===== config.mk =====
export PLATFORM = sky130hd
export DESIGN_NAME = keypad_entry_controller
export DESIGN_NICKNAME = d
export VERILOG_FILES = /design/src/rtl/keypad_entry_controller_pkg.sv /design/src/rtl/keypad_entry_controller_debouncer.sv /design/src/rtl/keypad_entry_controller.sv
export SDC_FILE = /design/constraint.sdc
export NUM_CORES = 1
export LEC_CHECK = 0
export BUFFER_PORTS_ARGS = -buffer_cell sky130_fd_sc_hd__clkbuf_2
export CAP_MARGIN = 15
export CORE_ASPECT_RATIO = 0.75
export CORE_MARGIN = 3
export CORE_UTILIZATION = 49
export DETAILED_ROUTE_END_ITERATION = 10
export PLACE_DENSITY = 0.74
export SYNTH_ARGS = -nofsm -noshare
export SYNTH_HDL_FRONTEND = slang
export SYNTH_SLANG_ARGS = --single-unit

===== constraint.sdc =====
create_clock -name clk -period 1.8 [get_ports clk]
set_clock_uncertainty 0.2 [all_clocks]
set_input_delay 0.36 -clock clk [delete_from_list [all_inputs] [get_ports clk]]
set_output_delay 0.36 -clock clk [all_outputs]
set_load 0.02 [all_outputs]

===== src/rtl/keypad_entry_controller_pkg.sv =====
// ============================================================================
// Module   : keypad_entry_controller_pkg
// Shared state encoding, BCD limits and helpers for keypad entry.
// Revision : 1.0
// ============================================================================
`default_nettype none

package keypad_entry_controller_pkg;

    typedef enum logic [1:0] {
        ST_IDLE    = 2'd0,
        ST_PRESS   = 2'd1,
        ST_RELEASE = 2'd2,
        ST_LOCKED  = 2'd3
    } state_t;

    localparam int         KEY_W        = 4;
    localparam int         DIGITS       = 4;
    localparam logic [3:0] BCD_MAX      = 4'd9;
    localparam logic [3:0] SEC_TENS_MAX = 4'd5;

    // Digit count saturates at the number of display digits.
    function automatic logic [2:0] sat_inc(input logic [2:0] count);
        return (count >= 3'(DIGITS)) ? 3'(DIGITS) : count + 3'd1;
    endfunction

endpackage

`default_nettype wire


===== src/rtl/keypad_entry_controller_debouncer.sv =====
// ============================================================================
// Module   : key_debouncer
// Press/release debounce FSM; one-cycle accept pulse with the accepted code.
// Revision : 1.0
// ============================================================================
`default_nettype none

module key_debouncer
    import keypad_entry_controller_pkg::*;
#(
    parameter int DEBOUNCE_CYCLES = 4,
    parameter int CNT_W           = 8
) (
    input  logic             clk,
    input  logic             reset,
    input  logic [KEY_W-1:0] code,
    input  logic             valid,
    input  logic             busy,
    output logic             accept,
    output logic [KEY_W-1:0] accept_code,
    output state_t           state,
    output state_t           state_next
);

    localparam logic [CNT_W-1:0] TARGET = CNT_W'(DEBOUNCE_CYCLES);
    localparam logic [CNT_W-1:0] ONE    = CNT_W'(1);

    logic [CNT_W-1:0] cnt;
    logic [CNT_W-1:0] cnt_next;
    logic [KEY_W-1:0] latched;
    logic [KEY_W-1:0] latched_next;

    always_ff @(posedge clk) begin
        if (reset) begin
            state   <= ST_IDLE;
            cnt     <= '0;
            latched <= '0;
        end else begin
            state   <= state_next;
            cnt     <= cnt_next;
            latched <= latched_next;
        end
    end

    always_comb begin
        state_next   = state;
        cnt_next     = cnt;
        latched_next = latched;
        accept       = 1'b0;
        accept_code  = latched;
        case (state)
            ST_IDLE: begin
                cnt_next = '0;
                if (busy) begin
                    state_next = ST_LOCKED;
                end else if (valid && (code <= BCD_MAX)) begin
                    latched_next = code;
                    // A single-cycle debounce accepts straight from IDLE.
                    if (TARGET == ONE) begin
                        accept      = 1'b1;
                        accept_code = code;
                        state_next  = ST_RELEASE;
                    end else begin
                        cnt_next   = ONE;
                        state_next = ST_PRESS;
                    end
                end
            end
            ST_PRESS: begin
                if (busy) begin
                    cnt_next   = '0;
                    state_next = ST_LOCKED;
                end else if (valid && (code == latched)) begin
                    if (cnt + ONE == TARGET) begin
                        accept     = 1'b1;
                        cnt_next   = '0;
                        state_next = ST_RELEASE;
                    end else begin
                        cnt_next = cnt + ONE;
                    end
                end else begin
                    cnt_next   = '0;
                    state_next = ST_IDLE;
                end
            end
            ST_RELEASE: begin
                if (busy) begin
                    cnt_next   = '0;
                    state_next = ST_LOCKED;
                end else if (valid) begin
                    cnt_next = '0;
                end else if (cnt + ONE == TARGET) begin
                    cnt_next   = '0;
                    state_next = ST_IDLE;
                end else begin
                    cnt_next = cnt + ONE;
                end
            end
            ST_LOCKED: begin
                cnt_next = '0;
                if (!busy) begin
                    state_next = ST_IDLE;
                end
            end
            default: begin
                cnt_next   = '0;
                state_next = ST_IDLE;
            end
        endcase
    end

endmodule

`default_nettype wire


===== src/rtl/keypad_entry_controller.sv =====
// ============================================================================
// Module   : keypad_entry_controller
// Keypad digit entry into a BCD MM:SS register with start/load handshake.
// Revision : 1.0
// ============================================================================
`default_nettype none

module keypad_entry_controller
    import keypad_entry_controller_pkg::*;
#(
    parameter int DEBOUNCE_CYCLES = 4,
    parameter int CNT_W           = 8
) (
    input  logic             clk,
    input  logic             reset,
    input  logic [KEY_W-1:0] D,
    input  logic             valid,
    input  logic             start,
    input  logic             clear,
    input  logic             timer_busy,
    output logic             enablen,
    output logic [3:0]       min_tens,
    output logic [3:0]       min_ones,
    output logic [3:0]       sec_tens,
    output logic [3:0]       sec_ones,
    output logic [2:0]       digit_count,
    output logic             load
);

    state_t           state;
    state_t           state_next;
    logic             accept;
    logic [KEY_W-1:0] accept_code;
    logic             start_d;
    logic             start_edge;
    logic             do_clear;
    logic             do_load;

    key_debouncer #(
        .DEBOUNCE_CYCLES (DEBOUNCE_CYCLES),
        .CNT_W           (CNT_W)
    ) u_debouncer (
        .clk         (clk),
        .reset       (reset),
        .code        (D),
        .valid       (valid),
        .busy        (timer_busy),
        .accept      (accept),
        .accept_code (accept_code),
        .state       (state),
        .state_next  (state_next)
    );

    assign start_edge = start && !start_d;
    assign do_clear   = clear && (state != ST_LOCKED);
    // Every start edge is consumed; only a clean one in IDLE with digits loads.
    assign do_load    = start_edge && (state == ST_IDLE) && !timer_busy &&
                        (digit_count != 3'd0) && !do_clear && !accept;

    always_ff @(posedge clk) begin
        if (reset) begin
            start_d     <= 1'b0;
            enablen     <= 1'b1;
            load        <= 1'b0;
            min_tens    <= 4'd0;
            min_ones    <= 4'd0;
            sec_tens    <= 4'd0;
            sec_ones    <= 4'd0;
            digit_count <= 3'd0;
        end else begin
            start_d <= start;
            enablen <= (state_next == ST_LOCKED);
            load    <= do_load;
            if (do_clear) begin
                min_tens    <= 4'd0;
                min_ones    <= 4'd0;
                sec_tens    <= 4'd0;
                sec_ones    <= 4'd0;
                digit_count <= 3'd0;
            end else begin
                if (do_load) begin
                    if (sec_tens > SEC_TENS_MAX) begin
                        sec_tens <= SEC_TENS_MAX;
                        sec_ones <= BCD_MAX;
                    end
                end else if (accept) begin
                    min_tens <= min_ones;
                    min_ones <= sec_tens;
                    sec_tens <= sec_ones;
                    sec_ones <= accept_code;
                end
                // Count drops to zero the cycle after the load strobe.
                if (accept) begin
                    digit_count <= sat_inc(load ? 3'd0 : digit_count);
                end else if (load) begin
                    digit_count <= 3'd0;
                end
            end
        end
    end

endmodule

`default_nettype wire


==> impl_metrics.ini <==
[yosys]
ys.flop_type = dfxtp_1
yosysWarnings = 0
synth_area_um2 = 1680
avgSynthCellArea_um2 = 9.70
synth_nets = 186
seq_area_frac_synth_pct = 43.0
ys_ff_latch = 36
synth_edf_count = 0
async_flop_share_pct = 0
syn-instance-count = 173
ys_types = 44

[sta]
timing.final.crit_share_pct = 102
worst_slack_ns = -0.0403
hold_violations = 0
max_freq_ghz = 0.543
slew_viol_final = 0
worstMarginPinSlew_ns = 0.380
setup_viol = 6
grt_setup_unrepaired = true
period_minus_slack_ns = 1.84
tns_ns = -0.105
max_slew_margin_pct = 74.6

[drt]
drt_pre_antenna_iters = 4
via_per_inst = 5.53
drt_iter0_markers = 133
ant_nets = 0
drc = 0
dr_total_vias = 1481
wl_um = 4130
wl_per_cell_um = 15.4

[hold_path]
hold_path.class = input pin to flop
hold_start = start

[pwr]
seq_power_share_pct = 49.3
leakagePower_uw = 0.000923
pwr-share-comb_pct = 7.5
power_frac_clock_pct = 43.2
power_density_nw_per_um2 = 731
ir_drop_uv = 621
p_sw_uw = 378
switching_share_pct = 22.9
p_int_uw = 1270

[finish]
fin_nets = 242
final_core_util_pct = 72.7
area_delta_synth_final_pct = 34.6
drive_above_1_share_pct = 38.3
diodes = 0

[setup_path]
worstPathArrival_ns = 1.86
critical_path_class = flop to flop
critPathBufInv = 2
path_max_fanout = 8
startpoint = u_debouncer.accept_code[2]$_SDFFE_PP0P_
crit_path_max_incr_delay_ns = 0.34
r2r-start = u_debouncer.accept_code[2]$_SDFFE_PP0P_
crit_family = simple AND/OR/NAND/NOR gates
critical-path-slowest-cell = dfxtp_2
cp_cell_sequence = xnor2_1, nand3_4, nor3_4, buf_6, buf_12, mux2i_1
required_ns = 1.82
endpoint_kind = flop
crit_path_start_kind = flop

[global_route]
grt_max_degree = 23
grt-ovfl-total = 0
antenna_found_initial = 0
grt_pass1_vias = 1428
grt_pass1_wl_um = 6520
grt_util_all_layers_pct = 20.6

[floorplanning]
die_w_um = 73.6
start_util_pct = 54.0
die_height_um = 56.7
num_rows = 17
io_pins = 31
core_um2 = 3110
fp.dieArea_um2 = 4170

[clocking]
clock_latency_ns = 0.30
path_clk_slew_ns = 0.08
htree_levels = 2
clock_path_buffers = 2
cts-root-buf = clkbuf_8
cts_tree = done
cts_sinks = 36
cts_buffers = 5
cts_hold_buf = 0

[status]
violations = negative setup slack
status = finished, violations left

[place]
io_buffers = 30
hpwl_um = 2840
place.gp.congestion = 0.901

[job]
cap_violations = 0
==> layer usage <==
| metal | GRT usage, % | wire length, um | vias to the layer above |
|---|---|---|---|
| met5 | 0 | 0 | - |
| met4 | 6.46 | 110 | 0 |
| met3 | 8.94 | 266 | 11 |
| met2 | 29.7 | 1860 | 53 |
| met1 | 27.4 | 1900 | 687 |
| li1 | - | - | 730 |
==> path summary, 6_finish.rpt <==
check | to | slack, ns | cells past startpoint
worst min register to register | min_tens[0]$_SDFFE_PP0P_ | 0.26 | 2
worst max register to register | min_tens[1]$_SDFFE_PP0P_ | -0.04 | 6
worst max-delay path | min_tens[1]$_SDFFE_PP0P_ | -0.04 | 6
worst min-delay path | start_d$_SDFF_PP0_ | 0.11 | 2
==> worst register-to-register path: stages, from the launching register on <==
cell     delay, ns
dfxtp_2       0.34
xnor2_1       0.26
nand3_4       0.20
nor3_4        0.28
buf_6         0.15
buf_12        0.13
mux2i_1       0.21
==> repair_timing <==
action,4_1_cts,5_1_grt
buffers inserted,0,6
gates cloned,0,1
resized for setup,0,12
setup endpoints to repair,13,24
pin swaps,3,2
==> power by group through the flow <==
stage | logic [uW] | clock network [uW] | registers (uW)
after floorplan | 62.8 | 0 | 831
after global placement | 106 | 0 | 831
after detailed placement | 110 | 0 | 831
after CTS | 111 | 723 | 813
after global routing | 138 | 759 | 815
final | 124 | 714 | 814
==> final cells by class <==
class / instances / area, um2
repair buffers: 54 / 372
inverters: 3 / 11.3
multi-input cells: 129 / 991
clock inverters: 3 / 42.5
fillers: 232 / 847
well taps: 38 / 47.5
clock buffers: 5 / 68.8
flip-flops and latches: 36 / 726
==> per-stage QoR <==
| step | std cells | power (uW) | setup WS (ns) | hold slack, ns | cell area [um2] |
|---|---|---|---|---|---|
| 2_1_floorplan | 173 | 894 | -0.0528 | 0.264 | 1710 |
| 3_3_place_gp | 253 | 937 | -0.0280 | 0.241 | 2020 |
| 3_5_place_dp | 253 | 941 | -0.0949 | 0.252 | 2020 |
| 4_1_cts | 261 | 1650 | 0.000462 | 0.101 | 2130 |
| 5_1_grt | 268 | 1710 | -0.143 | 0.115 | 2260 |
| 6_report | 268 | 1650 | -0.0403 | 0.105 | 2260 |
==> cells by family after synthesis <==
kind of cell               synth area share (%)
AOI/OAI and AO/OA                          11.6
xor gates and xnor gates                   5.22
adders and majority gates                  2.24
buffers and inverters                      2.53
DFF                                        43.0
muxes                                      10.8
and+or+nand+nor                            24.6
==> registers in the layout (all words and copies together) (netlist names) <==
name and cells:
u_debouncer.cnt 8, sec_tens 4, sec_ones 4, u_debouncer.state 2, start_d 1, enablen 1, load 1, digit_count 3
min_tens 4, u_debouncer.accept_code 4, min_ones 4
==> synth_stat cells (2+ instances only) <==
cell	number	area (um2)
a21oi_1	10	50.1
a31oi_1	2	12.5
clkbuf_1	2	7.51
dfxtp_1	36	721
ha_1	3	37.5
inv_1	3	11.3
mux2i_1	17	170
nand2_1	20	75.1
nand2b_1	2	12.5
nand3_1	4	20.0
nor2_1	15	56.3
nor2b_1	3	18.8
nor3_1	6	30.0
o211ai_1	3	22.5
o41ai_1	4	35.0
or2_2	5	31.3
or3_1	3	18.8
xnor2_1	8	70.1
xor2_1	2	17.5
==> cell usage in the layout (no fill, tap or decap), types with 2 or more instances in the layout <==
cell type | Yosys | final
dfxtp_1 | 36 | 32
clkbuf_2 | 0 | 30
nand2_1 | 20 | 19
buf_4 | 0 | 19
mux2i_1 | 17 | 17
nor2_1 | 15 | 15
a21oi_1 | 10 | 10
nor3_1 | 6 | 6
or2_2 | 5 | 5
xnor2_1 | 8 | 5
clkbuf_8 | 0 | 5
nand3_1 | 4 | 4
dfxtp_2 | 0 | 4
nor2b_1 | 3 | 3
inv_1 | 3 | 3
xnor2_2 | 0 | 3
o41ai_1 | 4 | 3
o211ai_1 | 3 | 3
buf_6 | 0 | 3
nand2b_1 | 2 | 2
or3_1 | 3 | 2
xor2_1 | 2 | 2
a31oi_1 | 2 | 2
ha_1 | 3 | 2
(Power assumes the default switching activity.)
